$ cat src/rtl/yonga_lz4_pkg.sv
// ---------------------------------------------------------------------------
// yonga_lz4_pkg
//   Shared definitions for the LZ4 sequence encoder: the encoder FSM state
//   type and the LZ4 format constants used for token nibbles and length
//   extension bytes.
// ---------------------------------------------------------------------------
package yonga_lz4_pkg;

    // Shortest match LZ4 can express; the token stores match_len - MIN_MATCH.
    localparam int unsigned MIN_MATCH    = 4;
    // A saturated token nibble signals that extension bytes follow.
    localparam int unsigned NIBBLE_MAX   = 15;
    // Extension bytes of this value mean "add 255 and keep reading".
    localparam int unsigned EXT_BYTE_MAX = 255;

    // Encoder state: each state names the byte class the output register
    // is currently producing, TOKEN being a one-cycle dispatch step.
    typedef enum logic [2:0] {
        ST_IDLE    = 3'd0,
        ST_TOKEN   = 3'd1,
        ST_LIT_EXT = 3'd2,
        ST_LITS    = 3'd3,
        ST_OFF_LO  = 3'd4,
        ST_OFF_HI  = 3'd5,
        ST_ML_EXT  = 3'd6
    } enc_state_e;

endpackage

$ cat src/rtl/yonga_lz4_len_ext_gen.sv
// ---------------------------------------------------------------------------
// yonga_lz4_len_ext_gen
//   Produces the LZ4 length extension byte sequence for a length L >= 15:
//   a run of 8'hFF bytes while the remainder is >= 255, then the final
//   remainder byte (which may be 8'h00).
//
// Ports:
//   clk_i   - system clock
//   rst_ni  - asynchronous active-low reset
//   load_i  - capture len_i; remainder becomes len_i - 15
//   len_i   - length to encode (only meaningful when >= 15)
//   step_i  - current byte has been emitted, advance to the next one
//   byte_o  - current extension byte
//   done_o  - current byte is the final extension byte
// ---------------------------------------------------------------------------
module yonga_lz4_len_ext_gen
    import yonga_lz4_pkg::*;
#(
    parameter int unsigned LEN_W = 16
) (
    input  logic             clk_i,
    input  logic             rst_ni,
    input  logic             load_i,
    input  logic [LEN_W-1:0] len_i,
    input  logic             step_i,
    output logic [7:0]       byte_o,
    output logic             done_o
);

    logic [LEN_W-1:0] rem_q;
    logic [LEN_W-1:0] rem_d;
    logic             remBig;

    assign remBig = (rem_q >= LEN_W'(EXT_BYTE_MAX));
    assign byte_o = remBig ? 8'hFF : rem_q[7:0];
    assign done_o = !remBig;

    // The remainder only ever drops by 255 while it is at least 255, so it
    // can never wrap; stepping on the final byte leaves it unchanged.
    always_comb begin
        rem_d = rem_q;
        if (load_i) begin
            rem_d = len_i - LEN_W'(NIBBLE_MAX);
        end else if (step_i && remBig) begin
            rem_d = rem_q - LEN_W'(EXT_BYTE_MAX);
        end
    end

    // Remainder register.
    always_ff @(posedge clk_i or negedge rst_ni) begin
        if (!rst_ni) begin
            rem_q <= '0;
        end else begin
            rem_q <= rem_d;
        end
    end

endmodule

$ cat src/rtl/yonga_lz4_sequence_encoder.sv
// ---------------------------------------------------------------------------
// yonga_lz4_sequence_encoder
//   Serializes LZ4 sequence commands (literal length, match length, offset)
//   plus a literal byte stream into an LZ4 block byte stream:
//   token, literal-length extension, literals, offset (LE), match-length
//   extension.
//
// Ports:
//   clk, rst_n                    - clock, asynchronous active-low reset
//   seq_valid/seq_ready           - command handshake
//   lit_len, match_len, offset    - command fields (match_len 0 when last)
//   seq_last                      - final, literals-only sequence of block
//   lit_valid/lit_ready/lit_data  - literal byte stream
//   out_valid/out_ready/out_data  - encoded byte stream
//   out_last                      - final byte of the block
//   busy                          - sequence in flight or byte pending
//   err                           - one-cycle pulse on an illegal command
// ---------------------------------------------------------------------------
module yonga_lz4_sequence_encoder
    import yonga_lz4_pkg::*;
#(
    parameter int unsigned LEN_W = 16
) (
    input  logic             clk,
    input  logic             rst_n,
    input  logic             seq_valid,
    output logic             seq_ready,
    input  logic [LEN_W-1:0] lit_len,
    input  logic [LEN_W-1:0] match_len,
    input  logic [15:0]      offset,
    input  logic             seq_last,
    input  logic             lit_valid,
    output logic             lit_ready,
    input  logic [7:0]       lit_data,
    output logic             out_valid,
    input  logic             out_ready,
    output logic [7:0]       out_data,
    output logic             out_last,
    output logic             busy,
    output logic             err
);

    enc_state_e       state_q;
    logic             active_q;
    logic [LEN_W-1:0] litRem_q;
    logic [15:0]      offset_q;
    logic             seqLast_q;
    logic             litExt_q;
    logic             hasLits_q;
    logic             mlExt_q;
    logic             outValid_q;
    logic             outLast_q;
    logic [7:0]       outData_q;
    logic             err_q;

    logic             loadOk;
    logic             accept;
    logic             cmdBad;
    logic [LEN_W-1:0] mlMinus;
    logic             litExtNeed;
    logic             mlExtNeed;
    logic [3:0]       litNib;
    logic [3:0]       mlNib;
    logic             litFire;
    logic             genLoad;
    logic             litExtStep;
    logic             mlExtStep;
    logic [7:0]       litExtByte;
    logic             litExtDone;
    logic [7:0]       mlExtByte;
    logic             mlExtDone;

    // The output register can take a new byte when it is empty or its
    // current byte is being taken this cycle. active_q keeps both ready
    // outputs low while reset is asserted.
    assign loadOk    = !outValid_q || out_ready;
    assign seq_ready = active_q && (state_q == ST_IDLE) && loadOk;
    assign lit_ready = active_q && (state_q == ST_LITS) && loadOk;
    assign accept    = seq_valid && seq_ready;
    assign litFire   = lit_valid && lit_ready;

    assign cmdBad = seq_last ? (match_len != '0)
                             : ((match_len < LEN_W'(MIN_MATCH)) || (offset == 16'h0000));

    // Token nibbles and extension decisions, evaluated on the raw command so
    // the token can be loaded on the accept edge. mlMinus may wrap for last
    // sequences; it is masked there by seq_last.
    assign mlMinus    = match_len - LEN_W'(MIN_MATCH);
    assign litExtNeed = (lit_len >= LEN_W'(NIBBLE_MAX));
    assign mlExtNeed  = !seq_last && (mlMinus >= LEN_W'(NIBBLE_MAX));
    assign litNib     = litExtNeed ? 4'hF : lit_len[3:0];
    assign mlNib      = seq_last ? 4'h0 : (mlExtNeed ? 4'hF : mlMinus[3:0]);

    assign genLoad    = accept && !cmdBad;
    assign litExtStep = (state_q == ST_LIT_EXT) && loadOk;
    assign mlExtStep  = (state_q == ST_ML_EXT) && loadOk;

    yonga_lz4_len_ext_gen #(.LEN_W(LEN_W)) u_lit_ext (
        .clk_i  (clk),
        .rst_ni (rst_n),
        .load_i (genLoad),
        .len_i  (lit_len),
        .step_i (litExtStep),
        .byte_o (litExtByte),
        .done_o (litExtDone)
    );

    yonga_lz4_len_ext_gen #(.LEN_W(LEN_W)) u_ml_ext (
        .clk_i  (clk),
        .rst_ni (rst_n),
        .load_i (genLoad),
        .len_i  (mlMinus),
        .step_i (mlExtStep),
        .byte_o (mlExtByte),
        .done_o (mlExtDone)
    );

    // Encoder FSM and output register. Every state that emits a byte loads
    // it only when loadOk, so a stalled byte is never overwritten. TOKEN is
    // a dispatch cycle while the token sits in the output register.
    always_ff @(posedge clk or negedge rst_n) begin
        if (!rst_n) begin
            state_q    <= ST_IDLE;
            active_q   <= 1'b0;
            litRem_q   <= '0;
            offset_q   <= 16'h0000;
            seqLast_q  <= 1'b0;
            litExt_q   <= 1'b0;
            hasLits_q  <= 1'b0;
            mlExt_q    <= 1'b0;
            outValid_q <= 1'b0;
            outLast_q  <= 1'b0;
            outData_q  <= 8'h00;
            err_q      <= 1'b0;
        end else begin
            active_q <= 1'b1;
            err_q    <= 1'b0;
            if (outValid_q && out_ready) begin
                outValid_q <= 1'b0;
                outLast_q  <= 1'b0;
            end
            case (state_q)
                ST_IDLE: begin
                    if (accept) begin
                        if (cmdBad) begin
                            err_q <= 1'b1;
                        end else begin
                            litRem_q   <= lit_len;
                            offset_q   <= offset;
                            seqLast_q  <= seq_last;
                            litExt_q   <= litExtNeed;
                            hasLits_q  <= (lit_len != '0);
                            mlExt_q    <= mlExtNeed;
                            outValid_q <= 1'b1;
                            outData_q  <= {litNib, mlNib};
                            outLast_q  <= seq_last && (lit_len == '0);
                            state_q    <= ST_TOKEN;
                        end
                    end
                end
                ST_TOKEN: begin
                    if (litExt_q) begin
                        state_q <= ST_LIT_EXT;
                    end else if (hasLits_q) begin
                        state_q <= ST_LITS;
                    end else if (seqLast_q) begin
                        state_q <= ST_IDLE;
                    end else begin
                        state_q <= ST_OFF_LO;
                    end
                end
                ST_LIT_EXT: begin
                    if (loadOk) begin
                        outValid_q <= 1'b1;
                        outData_q  <= litExtByte;
                        outLast_q  <= 1'b0;
                        if (litExtDone) begin
                            state_q <= ST_LITS;
                        end
                    end
                end
                ST_LITS: begin
                    if (litFire) begin
                        outValid_q <= 1'b1;
                        outData_q  <= lit_data;
                        outLast_q  <= seqLast_q && (litRem_q == LEN_W'(1));
                        litRem_q   <= litRem_q - LEN_W'(1);
                        if (litRem_q == LEN_W'(1)) begin
                            state_q <= seqLast_q ? ST_IDLE : ST_OFF_LO;
                        end
                    end
                end
                ST_OFF_LO: begin
                    if (loadOk) begin
                        outValid_q <= 1'b1;
                        outData_q  <= offset_q[7:0];
                        outLast_q  <= 1'b0;
                        state_q    <= ST_OFF_HI;
                    end
                end
                ST_OFF_HI: begin
                    if (loadOk) begin
                        outValid_q <= 1'b1;
                        outData_q  <= offset_q[15:8];
                        outLast_q  <= 1'b0;
                        state_q    <= mlExt_q ? ST_ML_EXT : ST_IDLE;
                    end
                end
                ST_ML_EXT: begin
                    if (loadOk) begin
                        outValid_q <= 1'b1;
                        outData_q  <= mlExtByte;
                        outLast_q  <= 1'b0;
                        if (mlExtDone) begin
                            state_q <= ST_IDLE;
                        end
                    end
                end
                default: begin
                    state_q <= ST_IDLE;
                end
            endcase
        end
    end

    assign out_valid = outValid_q;
    assign out_data  = outData_q;
    assign out_last  = outLast_q;
    assign err       = err_q;
    assign busy      = (state_q != ST_IDLE) || outValid_q;

endmodule

$ cat config.mk
export PLATFORM = sky130hd
export DESIGN_NAME = yonga_lz4_sequence_encoder
export DESIGN_NICKNAME = d
export VERILOG_FILES = /design/src/rtl/yonga_lz4_pkg.sv /design/src/rtl/yonga_lz4_len_ext_gen.sv /design/src/rtl/yonga_lz4_sequence_encoder.sv
export SDC_FILE = /design/constraint.sdc
export NUM_CORES = 1
export LEC_CHECK = 0
export ABC_AREA = 1
export BUFFER_PORTS_ARGS = -buffer_cell sky130_fd_sc_hd__buf_4
export CORE_MARGIN = 2
export CORE_UTILIZATION = 59
export DETAILED_ROUTE_END_ITERATION = 8
export PLACE_DENSITY_LB_ADDON = 0.2
export SLEW_MARGIN = 10
export SYNTH_ARGS = -nofsm -noshare
export SYNTH_HDL_FRONTEND = slang
export SYNTH_SLANG_ARGS = --single-unit
$ cat constraint.sdc
create_clock -name clk -period 2.5 [get_ports clk]
set_input_delay 0.5 -clock clk [delete_from_list [all_inputs] [get_ports clk]]
set_output_delay 0.5 -clock clk [all_outputs]
set_load 0.01 [all_outputs]
==> flow_metrics.env <==
export IMPL_crit_fanout=16
export IMPL_critPathArrivalTime_ns=2.51
export IMPL_cts_root_buf="clkbuf_8"
export IMPL_dp_hpwl_um=12600
export IMPL_synth_warnings=0
export IMPL_synth_fa_ha_area_share_pct=2.02
export IMPL_drive_gt1_share_pct=13.8
export IMPL_synth_common_cells="nand2_1, inv_1, nor2_1"
export IMPL_cp_depth=10
export IMPL_critPathCaptureType="register"
export IMPL_synth_top_flop_cell="dfrtp_1"
export IMPL_cp_common_cell="nand2_1"
export IMPL_layout_min_cycle_time_ns=2.21
export IMPL_combPwrFrac_pct=49.9
export IMPL_worstPathCellList="nor2_1 > nand2_1 > nor3_2 > nand2_2 > nand2_2 > nand2_1 > nor2_4 > buf_4 > nand2_1 > o21ai_1"
export IMPL_syn_instance_count=946
export IMPL_power_density_nw_per_um2=978
export IMPL_place_congestion=0.933
export IMPL_p_leak_nw=3.63
export IMPL_met1_length_um=7090
export IMPL_sequentialPowerShare_pct=36.0
export IMPL_cts_setup_buffers=0
export IMPL_timing_rr_end="litRem_q[3]"
export IMPL_antenna_found_initial=0
export IMPL_yosysMostFrequentCell="nand2_1"
export IMPL_clk_path_buf_depth=2
export IMPL_cts_htree_levels=3
export IMPL_ctsHoldBuffers=0
export IMPL_finalClockSkew_ns=0.0185
export IMPL_antenna_cells=0
export IMPL_rsz0062_at_grt="false"
export IMPL_drtIter0Drc=424
export IMPL_dr_pass1_iters=5
export IMPL_stdcell_area_um2=7200
export IMPL_die_area_um2=11300
export IMPL_ant_nets=0
export IMPL_die_x_um=106
export IMPL_synthesis_nets=1018
export IMPL_status="finished, final reports clean"
export IMPL_cts_tree="done"
export IMPL_core_area_um2=10300
export IMPL_total_power_mw=7.05
export IMPL_fin_nets=1106
export IMPL_synth_xor_xnor_area_share_pct=4.24
export IMPL_peakVddDrop_v=0.000602
export IMPL_via_per_inst=5.51
export IMPL_cts_buffers=9
export IMPL_synth_top_cell_by_area="dfrtp_1"
export IMPL_place_area_um2=7010
export IMPL_fmax_mhz=453
export IMPL_cpPeakStageDelay_ns=0.46
export IMPL_yosys_area_share_simple_pct=34.9
export IMPL_slew_headroom_pct=65.7
export IMPL_globalRouteTotalUtil_pct=29.7
export IMPL_r2r_start="state_q[0]"
export IMPL_routed_wl_um=16500
export IMPL_numClockSinks=83
export IMPL_finalSetupTns_ns=0
export IMPL_synth_top_family_by_area="simple AND/OR/NAND/NOR gates"
export IMPL_rr_worst_depth=10
export IMPL_clk_pin_slew_ns=0.09
export IMPL_ys_ff_latch=83
export IMPL_r2r_slack_ns=0.29
export IMPL_synth_edf_count=0
export IMPL_via_count=6473
export IMPL_power_switching_mw=3.26
export IMPL_cp_required_ns=2.80
export IMPL_synth_cell_types=47
export IMPL_die_h_um=106
export IMPL_area_delta_synth_final_pct=16.3
export IMPL_tightestPinTransition_ns=0.515
export IMPL_wl_met3_um=1040
export IMPL_wl_per_cell_um=14.0
export IMPL_synth_area_leaders="dfrtp_1, nand2_1, inv_1"
export IMPL_top_layer="met4"
export IMPL_finalSetupViolCount=0
export IMPL_synthArstFlopShare_pct=100
export IMPL_start_kind="register"
export IMPL_min_period_over_period_pct=88.4
export IMPL_ys_seq_area_share_pct=33.5
export IMPL_io_buffers=75
export IMPL_crit_buf_inv=1
export IMPL_p_int_mw=3.79
export IMPL_critical_path_top_delay_family="simple AND/OR/NAND/NOR gates"
export IMPL_grt_pass1_wl_um=27000
export IMPL_critical_path_class="reg -> reg"
export IMPL_grt_pass1_vias=6016
export IMPL_drt_drc_violations_left=0
export IMPL_syn_area_um2=6190
export IMPL_cts_resized_gates=0
export IMPL_grt_max_degree=48
export IMPL_synth_top_area_share_pct=33.5
export IMPL_wl_met2_um=7780
export IMPL_synth_compound_area_share_pct=15.3
export IMPL_dp_cells=1159
export IMPL_max_cap_violations=0
export IMPL_p_sw_share_pct=46.3
export IMPL_maxSlewViolCount=0
export IMPL_initial_core_util_pct=60.3
export IMPL_insertion_delay_ns=0.37
export IMPL_row_count=37
export IMPL_grt_ovfl_total=0
export IMPL_syn_avg_cell_area_um2=6.55
export IMPL_final_instance_count_excl_fill=1175
export IMPL_finalHoldViolCount=0
export IMPL_synthMuxAreaShare_pct=0
export IMPL_p_clk_share_pct=14.1
export IMPL_worstHoldPathType="in -> async"
export IMPL_slowest_stage="dfrtp_1"
export IMPL_ios=76
export IMPL_hold_ws_ns=0.0812
==> layout make-up <==
class,count,area [um^2]
Multi-Input combinational cell,710,3510
Fill cell,937,3070
Inverter,132,495
Tap cell,136,170
Timing Repair Buffer,98,761
Clock buffer,11,131
Clock inverter,5,61.3
Sequential cell,83,2080
==> cell families after synthesis <==
| logic type | Yosys count |
|---|---|
| fa+ha+maj | 10 |
| compound gates | 167 |
| buf+inv | 153 |
| other cells | 1 |
| xor+xnor | 30 |
| simple gates | 502 |
| flops | 83 |
==> cells in the final DEF (no fill, tap or decap), types with 2 or more instances in the layout <==
cell / count
nand2_1: 260
inv_1: 124
nor2_1: 105
buf_4: 96
dfrtp_1: 83
o21ai_0: 79
nand3_1: 67
o21ai_1: 25
xor2_1: 24
nand4_1: 22
nor3_1: 19
a21oi_1: 19
o211ai_1: 12
ha_1: 10
clkbuf_8: 9
nor2_2: 8
inv_2: 7
xnor2_1: 6
or2_2: 5
a31oi_1: 5
nand2_2: 4
a22o_1: 4
a21boi_1: 4
o21bai_1: 3
nand3b_1: 3
o22ai_1: 3
a221oi_1: 3
clkinvlp_4: 3
nor3_2: 2
and2_1: 2
nor2_4: 2
o31ai_1: 2
clkbuf_1: 2
buf_12: 2
==> metrics by stage <==
step / worst slack [ns] / util, %
3_5_place_dp: 0.123 / 68.2
4_1_cts: 0.323 / 70.1
3_3_place_gp: 0.128 / 68.2
2_1_floorplan: 0.439 / -
5_1_grt: 0.0626 / 70.1
6_report: 0.291 / 70.1
==> sequential cells by signal, indices dropped and copies added, names as in the netlist, 3 cells and up <==
register         cells
out_data             8
litRem_q            16
state_q              3
u_ml_ext.rem_q      16
offset_q            16
u_lit_ext.rem_q     16
==> worst max-delay path by stage <==
stage,startpoint,endpoint,slack [ns]
floorplan,match_len[2],u_ml_ext.rem_q[13],0.44
global placement,match_len[2],out_data[2],0.13
detailed placement,match_len[2],out_data[0],0.12
CTS,state_q[0],u_lit_ext.rem_q[5],0.32
global route,state_q[0],u_lit_ext.rem_q[6],0.06
finish,state_q[0],litRem_q[3],0.29
==> power by group through the flow <==
| stage | Combinational [mW] | Sequential (mW) | Clock [mW] |
|---|---|---|---|
| 2_1_floorplan | 2.56 | 2.42 | 0 |
| 3_5_place_dp | 3.46 | 2.53 | 0 |
| 5_1_grt | 3.99 | 2.61 | 1.05 |
| 4_1_cts | 3.49 | 2.52 | 0.997 |
| 6_report | 3.52 | 2.54 | 0.991 |
| 3_3_place_gp | 3.37 | 2.53 | 0 |
==> layer usage <==
layer | vias to the layer above | global-route usage [%]
met1 | 2918 | 38.6
met5 | - | 0
met4 | 0 | 13.2
met2 | 264 | 49.6
li1 | 3243 | -
met3 | 48 | 3.80
(Power assumes the default switching activity.)
